`src/rtl/wb_fifo_slave_pkg.sv`:
```
// Shared constants for wb_fifo_slave: word map, FSM encoding, STATUS/CTRL bit positions.
package wb_fifo_slave_pkg;

  localparam logic [2:0] WORD_DATA    = 3'd0;
  localparam logic [2:0] WORD_STATUS  = 3'd1;
  localparam logic [2:0] WORD_CTRL    = 3'd2;
  localparam logic [2:0] WORD_SCRATCH = 3'd3;

  localparam int STAT_EMPTY   = 0;
  localparam int STAT_FULL    = 1;
  localparam int STAT_OVF     = 2;
  localparam int STAT_UNF     = 3;
  localparam int STAT_CNT_LSB = 8;

  localparam int CTRL_WAIT_MSB = 3;
  localparam int CTRL_FLUSH    = 8;

  typedef enum logic [1:0] {
    ST_IDLE = 2'd0,
    ST_WAIT = 2'd1,
    ST_ACK  = 2'd2
  } state_e;

  function automatic logic [31:0] status_word(input logic empty, input logic full,
                                              input logic ovf, input logic unf,
                                              input logic [7:0] count);
    logic [31:0] w;
    w = 32'd0;
    w[STAT_EMPTY] = empty;
    w[STAT_FULL]  = full;
    w[STAT_OVF]   = ovf;
    w[STAT_UNF]   = unf;
    w[STAT_CNT_LSB +: 8] = count;
    return w;
  endfunction

endpackage

```
`src/rtl/wb_fifo_slave_fifo.sv`:
```
// Synchronous byte FIFO with push/pop/flush; push when full and pop when empty are ignored.
module wb_fifo_slave_fifo #(
  parameter int DEPTH = 16,
  parameter int CW    = $clog2(DEPTH + 1)
) (
  input  logic          clk,
  input  logic          rst,
  input  logic          push,
  input  logic          pop,
  input  logic          flush,
  input  logic [7:0]    din,
  output logic [7:0]    dout,
  output logic [CW-1:0] count,
  output logic          full,
  output logic          empty
);

  localparam int AW = $clog2(DEPTH);

  logic [7:0]    mem_r [DEPTH];
  logic [AW-1:0] wr_ptr_r;
  logic [AW-1:0] rd_ptr_r;
  logic [CW-1:0] count_r;
  logic          do_push_s;
  logic          do_pop_s;

  assign full      = (count_r == CW'(DEPTH));
  assign empty     = (count_r == CW'(0));
  assign count     = count_r;
  assign dout      = mem_r[rd_ptr_r];
  assign do_push_s = push & ~full;
  assign do_pop_s  = pop & ~empty;

  // storage array, no reset needed since count gates visibility
  always_ff @(posedge clk) begin
    if (do_push_s && !rst && !flush) begin
      mem_r[wr_ptr_r] <= din;
    end
  end

  // pointers wrap naturally at DEPTH (power of two)
  always_ff @(posedge clk) begin
    if (rst || flush) begin
      wr_ptr_r <= AW'(0);
      rd_ptr_r <= AW'(0);
      count_r  <= CW'(0);
    end else begin
      if (do_push_s) wr_ptr_r <= wr_ptr_r + AW'(1);
      if (do_pop_s)  rd_ptr_r <= rd_ptr_r + AW'(1);
      case ({do_push_s, do_pop_s})
        2'b10:   count_r <= count_r + CW'(1);
        2'b01:   count_r <= count_r - CW'(1);
        default: count_r <= count_r;
      endcase
    end
  end

endmodule

```
`src/rtl/wb_fifo_slave.sv`:
```
// Wishbone classic register slave fronting a byte FIFO, with programmable wait states.
// Optional macro WB_FIFO_SLAVE_ERR_EN adds wb_err_o for bad words and FIFO over/underflow.
module wb_fifo_slave
  import wb_fifo_slave_pkg::*;
#(
  parameter int DEPTH        = 16,
  parameter int WAIT_DEFAULT = 0
) (
  input  logic        clk,
  input  logic        wb_rst_i,
  input  logic [4:0]  wb_adr_i,
  input  logic [31:0] wb_dat_i,
  output logic [31:0] wb_dat_o,
  input  logic        wb_we_i,
  input  logic        wb_stb_i,
  input  logic        wb_cyc_i,
  input  logic [3:0]  wb_sel_i,
`ifdef WB_FIFO_SLAVE_ERR_EN
  output logic        wb_err_o,
`endif
  output logic        wb_ack_o
);

  localparam int CW = $clog2(DEPTH + 1);

  state_e        state_r, state_s;
  logic [3:0]    wcnt_r, wait_r;
  logic [2:0]    adr_r;
  logic          we_r;
  logic [3:0]    sel_r;
  logic [31:0]   wdat_r;
  logic [31:0]   scratch_r;
  logic          ovf_r, unf_r;
  logic          ack_r;
  logic [31:0]   dat_r;
  logic          req_s;
  logic [2:0]    cur_adr_s;
  logic          cur_we_s;
  logic [3:0]    cur_sel_s;
  logic [31:0]   rdata_s;
  logic          err_s;
  logic          commit_s, data_acc_s;
  logic          push_s, pop_s, flush_s;
  logic [7:0]    head_s;
  logic [CW-1:0] count_s;
  logic          full_s, empty_s;
  logic          unused_s;

  assign req_s    = wb_cyc_i & wb_stb_i;
  assign unused_s = ^wb_adr_i[1:0];
  assign wb_ack_o = ack_r;
  assign wb_dat_o = dat_r;

  // the request being decided this cycle: live bus in IDLE, latched copy otherwise
  always_comb begin
    if (state_r == ST_IDLE) begin
      cur_adr_s = wb_adr_i[4:2];
      cur_we_s  = wb_we_i;
      cur_sel_s = wb_sel_i;
    end else begin
      cur_adr_s = adr_r;
      cur_we_s  = we_r;
      cur_sel_s = sel_r;
    end
  end

  // next-state logic
  always_comb begin
    state_s = state_r;
    case (state_r)
      ST_IDLE: begin
        if (req_s) state_s = (wait_r != 4'd0) ? ST_WAIT : ST_ACK;
        else       state_s = ST_IDLE;
      end
      ST_WAIT: begin
        if (!req_s)              state_s = ST_IDLE;
        else if (wcnt_r <= 4'd1) state_s = ST_ACK;
        else                     state_s = ST_WAIT;
      end
      ST_ACK:  state_s = ST_IDLE;
      default: state_s = ST_IDLE;
    endcase
  end

  // read mux and error decision, evaluated as the FSM enters ACK
  always_comb begin
    rdata_s = 32'd0;
    case (cur_adr_s)
      WORD_DATA:    rdata_s = empty_s ? 32'd0 : {24'd0, head_s};
      WORD_STATUS:  rdata_s = status_word(empty_s, full_s, ovf_r, unf_r, 8'(count_s));
      WORD_CTRL:    rdata_s = {28'd0, wait_r};
      WORD_SCRATCH: rdata_s = scratch_r;
      default:      rdata_s = 32'd0;
    endcase
`ifdef WB_FIFO_SLAVE_ERR_EN
    err_s = cur_adr_s[2] |
            ((cur_adr_s == WORD_DATA) & cur_sel_s[0] & (cur_we_s ? full_s : empty_s));
`else
    err_s = 1'b0;
`endif
  end

  assign commit_s   = (state_r == ST_ACK);
  assign data_acc_s = commit_s & (adr_r == WORD_DATA) & sel_r[0];
  assign push_s     = data_acc_s & we_r & ~full_s;
  assign pop_s      = data_acc_s & ~we_r & ~empty_s;
  assign flush_s    = commit_s & we_r & (adr_r == WORD_CTRL) & sel_r[1] & wdat_r[CTRL_FLUSH];

  // FSM state, wait counter and request capture
  always_ff @(posedge clk) begin
    if (wb_rst_i) begin
      state_r <= ST_IDLE;
      wcnt_r  <= 4'd0;
      adr_r   <= 3'd0;
      we_r    <= 1'b0;
      sel_r   <= 4'd0;
      wdat_r  <= 32'd0;
    end else begin
      state_r <= state_s;
      if (state_r == ST_IDLE) wcnt_r <= wait_r;
      else if (state_r == ST_WAIT) wcnt_r <= wcnt_r - 4'd1;
      if (state_r == ST_IDLE && req_s) begin
        adr_r  <= wb_adr_i[4:2];
        we_r   <= wb_we_i;
        sel_r  <= wb_sel_i;
        wdat_r <= wb_dat_i;
      end
    end
  end

  // registered bus responses; data is forced to zero outside the ack cycle
  always_ff @(posedge clk) begin
    if (wb_rst_i) begin
      ack_r <= 1'b0;
      dat_r <= 32'd0;
    end else begin
      ack_r <= (state_s == ST_ACK) & ~err_s;
      dat_r <= ((state_s == ST_ACK) && !err_s && !cur_we_s) ? rdata_s : 32'd0;
    end
  end

`ifdef WB_FIFO_SLAVE_ERR_EN
  logic err_r;
  assign wb_err_o = err_r;

  // error response replaces ack for the same single cycle
  always_ff @(posedge clk) begin
    if (wb_rst_i) err_r <= 1'b0;
    else          err_r <= (state_s == ST_ACK) & err_s;
  end
`endif

  // register side effects, committed on the edge that ends the ACK cycle
  always_ff @(posedge clk) begin
    if (wb_rst_i) begin
      wait_r    <= 4'(WAIT_DEFAULT);
      scratch_r <= 32'd0;
      ovf_r     <= 1'b0;
      unf_r     <= 1'b0;
    end else if (flush_s) begin
      ovf_r <= 1'b0;
      unf_r <= 1'b0;
      if (sel_r[0]) wait_r <= wdat_r[CTRL_WAIT_MSB:0];
    end else begin
      if (data_acc_s && we_r && full_s)   ovf_r <= 1'b1;
      if (data_acc_s && !we_r && empty_s) unf_r <= 1'b1;
      if (commit_s && we_r && adr_r == WORD_CTRL && sel_r[0]) wait_r <= wdat_r[CTRL_WAIT_MSB:0];
      if (commit_s && we_r && adr_r == WORD_SCRATCH) begin
        for (int i = 0; i < 4; i++) begin
          if (sel_r[i]) scratch_r[8*i +: 8] <= wdat_r[8*i +: 8];
        end
      end
    end
  end

  wb_fifo_slave_fifo #(.DEPTH(DEPTH), .CW(CW)) u_fifo (
    .clk   (clk),
    .rst   (wb_rst_i),
    .push  (push_s),
    .pop   (pop_s),
    .flush (flush_s),
    .din   (wdat_r[7:0]),
    .dout  (head_s),
    .count (count_s),
    .full  (full_s),
    .empty (empty_s)
  );

endmodule

```
`config.mk`:
```
export PLATFORM = sky130hd
export DESIGN_NAME = wb_fifo_slave
export DESIGN_NICKNAME = d
export VERILOG_FILES = /design/src/rtl/wb_fifo_slave_pkg.sv /design/src/rtl/wb_fifo_slave_fifo.sv /design/src/rtl/wb_fifo_slave.sv
export SDC_FILE = /design/constraint.sdc
export NUM_CORES = 1
export LEC_CHECK = 0
export CORE_MARGIN = 5
export CORE_UTILIZATION = 45
export DETAILED_ROUTE_END_ITERATION = 6
export GPL_ROUTABILITY_DRIVEN = 0
export PLACE_DENSITY_LB_ADDON = 0.08
export SETUP_SLACK_MARGIN = 0.05
export SLEW_MARGIN = 20
export SYNTH_ARGS = -nofsm -noshare
export SYNTH_HDL_FRONTEND = slang
export SYNTH_SLANG_ARGS = --single-unit
export TNS_END_PERCENT = 20
```
`constraint.sdc`:
```
create_clock -name clk -period 4.35 [get_ports clk]
set_input_delay 0.87 -clock clk [delete_from_list [all_inputs] [get_ports clk]]
set_output_delay 0.87 -clock clk [all_outputs]
set_load 0.005 [all_outputs]
```
# Word level (Yosys, flattened, before mapping)

Memories as Yosys holds them, arrays and structs flattened. A register that Yosys moved wholly into a read port is not among the register bits.
Index checks and enable logic that the tools add are counted.

Input bits: 46
Logic and storage cells: 106
Bits in latches: 0
ROM bits: 0
Output and inout port bits: 33
Register bits: 130
Memories kept: 1
RAM bits: 128

Memory list:

| memory       | words | width | read ports | clocked after Yosys merged registers in | wr ports | RTL line                 | source |
|---|---|---|---|---|---|---|---|
| u_fifo.mem_r | 16    | 8     | 1          | 1                                       | 1        | wb_fifo_slave_fifo.sv:20 | `logic [7:0] mem_r [DEPTH];` |

Bitwise logic cells: 18
Multipliers: 0
Add/subtract/negate cells: 5
Multiplexer cells: 19
Equal/unequal tests: 12
Reductions and logical operators: 32
Order comparisons: 1
Divide/modulo/power cells: 0
Shift operators: 0

Operators with widths:

| operator                                                                          | count |
|---|---|
| 32-bit case mux with 4 select lines                                               | 1 |
| 4-bit two-way mux                                                                 | 7 |
| 1-bit AND                                                                         | 13 |
| 3-bit by 2-bit equality test with 1-bit output (second input constant)            | 4 |
| 1-bit logical AND                                                                 | 12 |
| 3-bit AND reduction                                                               | 4 |
| 5-bit case mux with 2 select lines                                                | 1 |
| 4-bit by 1-bit adder with 4-bit output (second input constant)                    | 2 |
| 2-bit two-way mux                                                                 | 4 |
| 8-bit two-way mux                                                                 | 1 |
| 2-bit equality test (second input constant)                                       | 3 |
| 3-bit zero test                                                                   | 2 |
| 2-bit nonzero test                                                                | 3 |
| 5-bit by 1-bit adder with 5-bit output (second input constant)                    | 1 |
| 5-bit equality test (second input constant)                                       | 1 |
| 5-bit zero test                                                                   | 1 |
| 1-bit NOT                                                                         | 5 |
| 5-bit by 1-bit subtractor with 5-bit output (second input constant)               | 1 |
| 2-bit by 1-bit equality test with 1-bit output (second input constant)            | 2 |
| 4-bit by 1-bit less-or-equal comparator with 1-bit output (second input constant) | 1 |
| 1-bit zero test                                                                   | 4 |
| 2-bit case mux with 2 select lines                                                | 1 |
| 4-bit nonzero test                                                                | 1 |
| 2-bit OR reduction                                                                | 2 |
| other kinds (8)                                                                   | 10 |

# Logic depth before layout (Yosys ltp)

Gate-level depths: netlist of run 1.

Word-level depth: 10
Mapped depth: 13

# Modules after synthesis

From an unflattened synthesis of run 1, not the netlist that was laid out.

Cells, all modules: 815
Area total of the unflattened synthesis: 10085.9 um^2

Modules (own cells, without submodules):

| module             | cells each | times used | area each (um^2) |
|---|---|---|---|
| wb_fifo_slave_fifo | 318        | 1          | 5770.5 |
| wb_fifo_slave      | 497        | 1          | 4315.4 |

# Worst setup path after synthesis of run 1

OpenSTA, ideal clock, no wires.

Path kind: reg-to-reg
From: reg adr_r[2]
To: reg u_fifo.count_r[4], in the netlist u_fifo.count[4]
Data arrival time: 2.972 ns
Clock period less this slack: 3.093 ns
Setup time: 0.121 ns
Data required time: 4.229 ns
Stages on the path, launching flop included: 13
Buffers on the path: 2
Slack: 1.257 ns
Path through: dfxtp_1 > or3b_1 > buf_4 > a2111oi_4 > inv_1 > ha_1 > clkbuf_1 > xor2_1 > ha_1 > a31oi_1 > o32ai_1 > mux2i_1 > mux2_2

Word-level cells in the longest chain between the ends: 8
Elaborated cells on any way between the ends: 18
Classes of those cells: eq/ne (3); mux (1); bitwise (11); reduce/logical (3)

RTL lines:

| item                                                                                  | RTL line                                           | source |
|---|---|---|
| start: declaration                                                                    | wb_fifo_slave.sv:28                                | `logic [2:0] adr_r;` |
| start signal: assignment                                                              | wb_fifo_slave.sv:123                               | `adr_r <= wb_adr_i[4:2];` |
| 3-bit zero test                                                                       | wb_fifo_slave.sv:104                               | `assign data_acc_s = commit_s & (adr_r == WORD_DATA) & sel_r[0];` |
| 1-bit AND (2 in a row)                                                                | wb_fifo_slave.sv:104                               |  |
| 1-bit AND, on equally long branches (2 in a row)                                      | wb_fifo_slave.sv:106, wb_fifo_slave.sv:105         |  |
| 1-bit AND, on equally long branches                                                   | wb_fifo_slave_fifo.sv:32, wb_fifo_slave_fifo.sv:31 |  |
| 2-bit by 1-bit equality test with 1-bit output or 2-bit equality test (tied branches) | wb_fifo_slave_fifo.sv:50                           | `case ({do_push_s, do_pop_s})` |
| 5-bit case mux with 2 select lines or 2-bit nonzero test (tied branches)              | -                                                  |  |
| end signal: assignment                                                                | wb_fifo_slave_fifo.sv:51                           | `2'b10: count_r <= count_r + CW'(1);` |
| end signal: assignment                                                                | wb_fifo_slave_fifo.sv:52                           | `2'b01: count_r <= count_r - CW'(1);` |
| end signal: assignment                                                                | wb_fifo_slave_fifo.sv:53                           | `default: count_r <= count_r;` |
| end: declaration                                                                      | wb_fifo_slave_fifo.sv:23                           | `logic [CW-1:0] count_r;` |

Several ways; a longest one is shown, not always the timed one.
A chain may end at the register's enable or synchronous reset.

# Worst setup path in the final report of run 1

From: reg sel_r[0]
To: reg u_fifo.count_r[4], in the netlist u_fifo.count[4]

Word-level cells in the longest chain between the ends: 6
Elaborated cells on any way between the ends: 11
Classes of those cells: eq/ne (2); mux (1); bitwise (7); reduce/logical (1)

RTL lines:

| item                                                                                  | RTL line                                           | source |
|---|---|---|
| start: declaration                                                                    | wb_fifo_slave.sv:30                                | `logic [3:0] sel_r;` |
| start signal: assignment                                                              | wb_fifo_slave.sv:125                               | `sel_r <= wb_sel_i;` |
| 1-bit AND *                                                                           | wb_fifo_slave.sv:104                               |  |
| 1-bit AND, on equally long branches (2 in a row)                                      | wb_fifo_slave.sv:106, wb_fifo_slave.sv:105         |  |
| 1-bit AND, on equally long branches                                                   | wb_fifo_slave_fifo.sv:32, wb_fifo_slave_fifo.sv:31 |  |
| 2-bit by 1-bit equality test with 1-bit output or 2-bit equality test (tied branches) | wb_fifo_slave_fifo.sv:50                           |  |
| 5-bit case mux with 2 select lines or 2-bit nonzero test (tied branches)              | -                                                  |  |

Mark *: on every way between the ends. The rest lies on a longest branch, timed or not.

==> results of run 1 <==
layout by cell type (no fill, tap or decap), drive strengths merged, types with 3 or more instances in the layout:
master | netlist | layout
a211o | 4 | 4
a211oi | 4 | 4
a21o | 4 | 4
a21oi | 95 | 95
a22o | 4 | 4
a22oi | 19 | 19
and2 | 24 | 24
buf | 11 | 13
bufinv | 0 | 3
clkbuf | 40 | 38
clkdlybuf4s50 | 0 | 75
clkinv | 0 | 9
dfxtp | 134 | 134
edfxtp | 128 | 128
ha | 9 | 9
inv | 12 | 13
mux2i | 33 | 33
mux4 | 24 | 24
nand2 | 127 | 127
nand2b | 3 | 3
nand3 | 34 | 34
nand4 | 3 | 3
nand4b | 5 | 5
nor2 | 54 | 54
nor2b | 7 | 7
nor3b | 3 | 3
nor4 | 8 | 8
o21a | 3 | 3
o21ai | 8 | 8
or4b | 3 | 3
xor2 | 8 | 8
synthesized netlist by cell type (all sizes together), types with 9 or more instances:
cell	count
a21oi	95
a22oi	19
and2	24
buf	11
clkbuf	40
dfxtp	134
edfxtp	128
ha	9
inv	12
mux2i	33
mux4	24
nand2	127
nand3	34
nor2	54
logic make-up after synthesis:
group                      count (synthesis)  synth area share [%]
and+or+nand+nor                          283                  13.2
DFF                                      262                  64.3
AOI/OAI and AO/OA                        152                  9.10
buffers and inverters                     63                  2.58
muxes                                     59                  8.92
xor gates and xnor gates                  10                 0.863
adders and majority gates                  9                  1.11
registers in the layout, summed over array words and instances (netlist names), 2 cells and up, named ones only:
signal / cells
u_fifo.count: 5
wait_r: 4
u_fifo.rd_ptr_r: 4
wcnt_r: 4
scratch_r: 32
wb_dat_o: 32
sel_r: 4
u_fifo.wr_ptr_r: 4
adr_r: 3
u_fifo.mem_r: 128
wdat_r: 32
state_r: 2
power by group through the flow:
| stage | Sequential [uW] | Clock (uW) | Combinational, uW |
|---|---|---|---|
| 2_1_floorplan | 2670 | 0 | 73.4 |
| 3_3_place_gp | 2690 | 0 | 122 |
| 3_5_place_dp | 2690 | 0 | 125 |
| 4_1_cts | 2640 | 2450 | 125 |
| 5_1_grt | 2640 | 2570 | 137 |
| 6_report | 2640 | 2400 | 124 |
cell type report:
| cell class | instances | area, sq um |
|---|---|---|
| fill | 1894 | 10300 |
| sequential | 262 | 6530 |
| multi-input combinational | 513 | 3370 |
| timing repair buffer | 88 | 846 |
| clock buffer | 38 | 798 |
| tap | 285 | 357 |
| clock inverter | 14 | 161 |
| inverter | 12 | 45.0 |
critical path, cell delays in order, from the launching register on:
cell	delay, ps
dfxtp_1	570
or3b_1	570
a2111oi_4	370
buf_4	230
inv_1	60
ha_1	290
xor2_1	190
ha_1	200
a31oi_1	220
o32ai_1	140
mux2i_1	180
mux2_2	350
path summary, 6_finish.rpt:
check                          to  slack [ps]           from  cells past startpoint
setup / recovery  u_fifo.count[4]         870       sel_r[0]                     11
hold / removal      scratch_r[26]         450  scratch_r[26]                      2
setup reg to reg  u_fifo.count[4]         870       sel_r[0]                     11
hold reg to reg     scratch_r[26]         450  scratch_r[26]                      2
stage by stage:
| stage | hold WS [ps] | instances | worst slack (ps) |
|---|---|---|---|
| finish | 447 | 1212 | 866 |
| global placement | 437 | 1160 | 962 |
| detailed placement | 440 | 1160 | 914 |
| global route | 468 | 1212 | 659 |
| CTS | 452 | 1212 | 883 |
| floorplan | 430 | 838 | 1260 |
routing by layer:
layer / track usage (%) / wire, um
met4: 5.48 / 580
met2: 29.7 / 11200
met3: 3.61 / 1360
met5: 0 / 0
met1: 22.7 / 9630
==> qor.yml, run 1 <==
pwr:
  p_clk_share_pct: 46.4
  pwr-share-seq_pct: 51.2
  internal_power_uw: 4130
  switching_share_pct: 20.1
  power_frac_comb_pct: 2.4
  power_switching_uw: 1040
  p_leak_uw: 0.00388
  max-vdd-ir-drop_v: 0.000233
  p_per_area_nw_per_um2: 427
  fin_total_pwr_uw: 5160
layout:
  nNetsFinal: 960
  synthToLayoutAreaGrowth_pct: 19.2
  drive_above_1_share_pct: 10.4
  num_antenna_cells: 0
  final_core_util_pct: 53.9
  final_cell_area_sq_um: 12100
sta:
  hold_viol: 0
  setup_viol: 0
  max_freq_mhz: 287
  tns_ps: 0
  rsz0062_at_grt: "false"
  fin_skew_ps: 15.2
  fin_crit_sh_pct: 80.1
  max-slew-margin-rel_pct: 36.3
  slew_viol_final: 0
  worst_pin_slew_ps: 956
  fin_crit_ps: 3480
critical_path:
  cp.required_ps: 4760
  worstPathMaxFanout: 12
  crit_type: "reg -> reg"
  startpoint_type: "flip-flop"
  end_kind: "flip-flop"
  cp.arrival_ps: 3900
routing:
  vias: 6589
  drc: 0
  drt_first_pass_iters: 5
  vias_per_cell: 5.44
  routedWlPerCell_um: 18.8
  drtIter0Drc: 435
  routed_wl_um: 22700
  ant_nets: 0
synth:
  synth_edf_count: 128
  synthCells: 838
  synth.area.top_cells: "edfxtp_1, dfxtp_1, mux4_2"
  synthFlopType: "dfxtp_1"
  synth.top_cell.area_share_pct: 37.9
  synth_cell_types: 60
  ys_seq_area_share_pct: 64.3
  ys_warn_count: 0
  avgSynthCellArea_sq_um: 12.1
  ys_ff_latch: 262
  synth_nets: 893
  syn_area_sq_um: 10200
  synth_top_cell_by_area: "edfxtp_1"
  synthArstFlopShare_pct: 0
clock_network:
  clk_pin_slew_ps: 60
  clk_path_buf_depth: 3
  clk_latency_ps: 530
  cts_buffers: 28
  cts_resized: 0
  cts_setup_buffers: 0
  cts_tree: "yes"
  cts_hold_buf: 0
  cts_root_buf: "clkbuf_16"
  cts_max_level: 1
  clock-sinks: 262
floorplan:
  die_w_um: 160
  ios: 79
  dieHeight_um: 160
  die-area_sq_um: 25700
  fp.coreArea_sq_um: 22400
  num_rows: 55
  start_util_pct: 45.3
min_path:
  hp-class: "reg -> reg"
grt:
  grt_pass1_vias: 6662
  grt_pass1_wl_um: 36100
  grt_usage_pct: 17.5
  antenna_found_initial: 0
  grt_max_degree: 83
  grt_overflow_total: 0
placement:
  port_buffers: 76
  dpl_cell_area_sq_um: 11100
  dp.final_hpwl_um: 15100
status:
  outcome: "completed"
job:
  cap_violations: 0
Power figures use the tool's default switching activity.
==> inputs of run 2 (changes only) <==
clock period = 3.08 ns   (was 4.35 ns; I/O delays follow)
==> run 2 against run 1 <==
Final cell count grew 1.8%. First-iteration DRC count fell by 11%. Register-to-register slack got worse by 570 ps. Hold slack better by 2.9 ps. Combinational power rose by 51%. Die area unchanged.
==> qor.yml, run 2 (synthesis results as in run 1) <==
job:
  cap_violations: 0
routing:
  vias_per_cell: 5.42
  drt_first_pass_iters: 4
  vias: 6689
  ant_nets: 0
  routedWlPerCell_um: 18.6
  drtIter0Drc: 385
  routed_wl_um: 23000
  drc: 0
clock_network:
  cts_root_buf: "clkbuf_16"
  clk_pin_slew_ps: 60
  cts_tree: "yes"
  clock-sinks: 262
  clk_path_buf_depth: 3
  cts_max_level: 1
  cts_buffers: 28
  clk_latency_ps: 540
floorplan:
  ios: 79
  start_util_pct: 45.3
  fp.coreArea_sq_um: 22400
  num_rows: 55
  die-area_sq_um: 25700
  dieHeight_um: 160
  die_w_um: 160
sta:
  fin_skew_ps: 21.5
  max_freq_mhz: 360
  fin_crit_sh_pct: 90.3
  tns_ps: 0
  worst_pin_slew_ps: 864
  fin_crit_ps: 2780
  max-slew-margin-rel_pct: 42.4
  rsz0062_at_grt: "false"
  hold_viol: 0
  setup_viol: 0
  slew_viol_final: 0
layout:
  final_common_cell: "dfxtp_1"
  top_register: "u_fifo.mem_r"
  fillCellCount: 1885
  num_antenna_cells: 0
  stdcell_count: 1234
  nNetsFinal: 984
  largest_reg_flops: 128
  drive_above_1_share_pct: 12.0
  layout_common_cells: "dfxtp_1, edfxtp_1, nand2_1"
  synthToLayoutAreaGrowth_pct: 20.4
placement:
  dp.final_hpwl_um: 15600
  port_buffers: 76
  dp_cells: 1184
grt:
  grt_overflow_total: 0
  grt_pass1_vias: 6776
  grt_pass1_wl_um: 36700
  antenna_found_initial: 0
  grt_usage_pct: 17.9
  grt_max_degree: 54
pwr:
  p_per_area_nw_per_um2: 580
  p_leak_uw: 0.00397
  max-vdd-ir-drop_v: 0.000339
min_path:
  hp-class: "reg -> reg"
critical_path:
  crit_top_cell: "ha_1"
  cpMaxStageDelayCell: "dfxtp_1"
  cp.arrival_ps: 3190
  startpoint_type: "flip-flop"
  end_kind: "flip-flop"
  cp.required_ps: 3490
  crit_type: "reg -> reg"
  slowest_delay_ps: 510
  crit_chain: "nor4_2, buf_4, a2111oi_4, inv_1, ha_1, xor2_1, ha_1, a31oi_1, o32ai_1, mux2i_1, mux2_2"
  worstPathMaxFanout: 11
status:
  outcome: "completed"
run 2: path summary, 6_finish.rpt:
path                            depth (start not counted)             from  slack (ps)              end
worst max register to register                         11  u_fifo.count[2]         300  u_fifo.count[4]
worst max-delay path                                   11  u_fifo.count[2]         300  u_fifo.count[4]
worst min register to register                          2    scratch_r[13]         450    scratch_r[13]
worst min-delay path                                    2    scratch_r[13]         450    scratch_r[13]
run 2: critical path, delay by kind of cell, from the launching register on:
family                   cells  cell delay, ps
AO/OA/AOI/OAI                3             720
multiplexers                 2             540
flip-flops                   1             510
adder cells (fa/ha/maj)      2             410
buffers and inverters        2             250
XOR/XNOR                     1             150
AND/OR/NAND/NOR              1              90
run 2: timing repair:
action | 4_1_cts | 5_1_grt
setup endpoints to repair | 0 | 1
hold buffers | 0 | 0
buffers inserted | 0 | 0
gates resized for setup | 0 | 1
run 2: stage by stage:
stage / utilization (%) / cell area [sq um] / power, uW / setup WS, ps / hold slack (ps)
after global placement: 50.5 / 11300 / 3980 / 286 / 437
final: 54.5 / 12200 / 7090 / 299 / 450
after floorplan: - / 10200 / 3870 / 109 / 430
after global routing: 54.5 / 12200 / 7330 / 88.1 / 474
after CTS: 54.5 / 12200 / 7170 / 231 / 452
after detailed placement: 50.5 / 11300 / 3990 / 262 / 441
run 2: area by class of cell:
| class | count | area [sq um] | area share [%] |
|---|---|---|---|
| clock buffer | 39 | 762 | 6.24 |
| clock inverter | 11 | 121 | 0.993 |
| inverter | 12 | 45.0 | 0.369 |
| multi-input combinational | 513 | 3370 | 27.6 |
| sequential | 262 | 6530 | 53.4 |
| tap | 285 | 357 | 2.92 |
| timing repair buffer | 112 | 1040 | 8.50 |
run 2: report_power, final:
group | total (uW) | internal [uW] | switching, uW
Combinational | 187 | 88.3 | 99.2
Sequential | 3720 | 3670 | 49.0
Clock | 3180 | 1890 | 1290
run 2: routing by layer:
metal,vias to the layer above,routed length (um),GRT usage (%)
li1,3221,-,-
met2,166,11100,29.9
met5,-,0,0
met4,0,489,4.46
met1,3265,10300,24.5
met3,37,1070,3.10
==> inputs of run 3 (changes only) <==
CAP_MARGIN = 0   (was default)
CORE_MARGIN = default   (was 5)
==> run 3 against run 2 <==
The flow now finishes with violations (design-rule violations). Critical endpoint unchanged. Die area decreased by 9.7%. Final area stayed put. Hold slack worse by 7.5 ps. Via count down 1.3%. Clock-buffer cell count down 3. Final cell count is 0.41% lower. Critical path depth unchanged. Clock skew is 14 ps lower. Fmax down 1.3%.
==> qor.yml, run 3 (synthesis results as in run 1) <==
sta:
  max-slew-margin-rel_pct: 45.7
  tns_ps: 0
  worst_pin_slew_ps: 814
  fin_crit_sh_pct: 91.5
  fin_skew_ps: 7.17
  rsz0062_at_grt: "false"
  max_freq_mhz: 355
  fin_crit_ps: 2820
  hold_viol: 0
  setup_viol: 0
  slew_viol_final: 0
critical_path:
  crit_type: "reg -> reg"
  cp.arrival_ps: 3230
  worstPathMaxFanout: 11
  end_kind: "flip-flop"
  cp.required_ps: 3490
  startpoint_type: "flip-flop"
layout:
  multi_input_area_sq_um: 3370
  nNetsFinal: 983
  final_cell_area_sq_um: 12200
  drive_above_1_share_pct: 12.5
  fillCellCount: 1795
  num_antenna_cells: 0
  synthToLayoutAreaGrowth_pct: 20.4
  final_core_util_pct: 55.7
  seq_area_sq_um: 6530
  final_common_cell: "dfxtp_1"
  layout_common_cells: "dfxtp_1, edfxtp_1, nand2_1"
  largest_reg_flops: 128
  top_register: "u_fifo.mem_r"
grt:
  antenna_found_initial: 0
  grt_overflow_total: 0
  grt_usage_pct: 19.3
  grt_max_degree: 82
  grt_pass1_wl_um: 35500
  grt_pass1_vias: 6718
clock_network:
  cts_hold_buf: 0
  clk_path_buf_depth: 3
  cts_max_level: 1
  clk_latency_ps: 520
  cts_buffers: 27
  clk_pin_slew_ps: 60
  cts_root_buf: "clkbuf_16"
  clock-sinks: 262
  cts_tree: "yes"
placement:
  port_buffers: 76
  dp.final_hpwl_um: 14900
  dpl_cell_area_sq_um: 11300
routing:
  topRoutingLayerUsed: "met4"
  drt_first_pass_iters: 7
  drc: 1
  ant_nets: 0
  wl_met1_um: 9710
  wl_met2_um: 11000
  wl_met3_um: 985
  drtIter0Drc: 398
  vias: 6602
  routed_wl_um: 22000
  routedWlPerCell_um: 17.9
  vias_per_cell: 5.37
floorplan:
  die_w_um: 152
  start_util_pct: 46.2
  fp.coreArea_sq_um: 22000
  num_rows: 54
  dieHeight_um: 152
  die-area_sq_um: 23200
  ios: 79
job:
  cap_violations: 0
pwr:
  p_leak_uw: 0.00397
  p_per_area_nw_per_um2: 578
  max-vdd-ir-drop_v: 0.000342
min_path:
  hp-class: "in -> reg"
status:
  violations: "design-rule violations"
  outcome: "finished, violations left"
[run 3: changes by cell type in the layout (fill, tap and decap cells not counted), sizes merged]
cell / change
inv: +2
clkinvlp: +1
clkbuf: -3
[run 3: worst paths after layout]
| path | depth (start not counted) | slack, ps | startpoint | to |
|---|---|---|---|---|
| worst max-delay path | 11 | 260 | u_fifo.count[2] | u_fifo.count[4] |
| worst min-delay path | 3 | 440 | wb_rst_i | wb_ack_o |
| worst max register to register | 11 | 260 | u_fifo.count[2] | u_fifo.count[4] |
| worst min register to register | 2 | 450 | scratch_r[26] | scratch_r[26] |
[run 3: what timing repair did]
item | CTS | global route
resized for setup | 0 | 1
endpoints found under the hold margin | 0 | 0
setup buffers | 0 | 0
setup endpoints to repair | 0 | 1
[run 3: through the flow]
step	setup WS, ps	hold slack (ps)	cells	power [uW]
6_report	262	443	1229	7070
5_1_grt	55.7	438	1229	7310
4_1_cts	217	418	1229	7130
3_5_place_dp	231	442	1179	3990
3_3_place_gp	307	435	1179	3980
2_1_floorplan	109	430	838	3870
[run 3: power breakdown]
part / internal, uW / leakage, uW / switching (uW)
registers: 3670 / 0.00219 / 48.6
logic: 88.5 / 0.00136 / 97.1
clock network: 1870 / 0.000425 / 1290
[run 3: per-layer routing]
layer  track usage (%)  up-vias
li1                  -     3210
met1              25.5     3224
met2              33.6      142
met3              3.10       26
met4              3.74        0
met5                 0        -
[run 3: worst max-delay path, cell delays in order (launching register included)]
cell and delay, ps:
dfxtp_1 510, nor4_2 90, buf_4 170, a2111oi_4 380, inv_1 80, ha_1 220
xor2_1 150, ha_1 180, a31oi_1 270, o32ai_1 150, mux2i_1 180, mux2_2 340
[run 3: area by class of cell]
class,count,area share [%]
Clock buffer,36,6.08
Clock inverter,14,1.10
Inverter,12,0.369
Multi-Input combinational cell,513,27.6
Sequential cell,262,53.4
Tap cell,280,2.87
Timing Repair Buffer,112,8.60
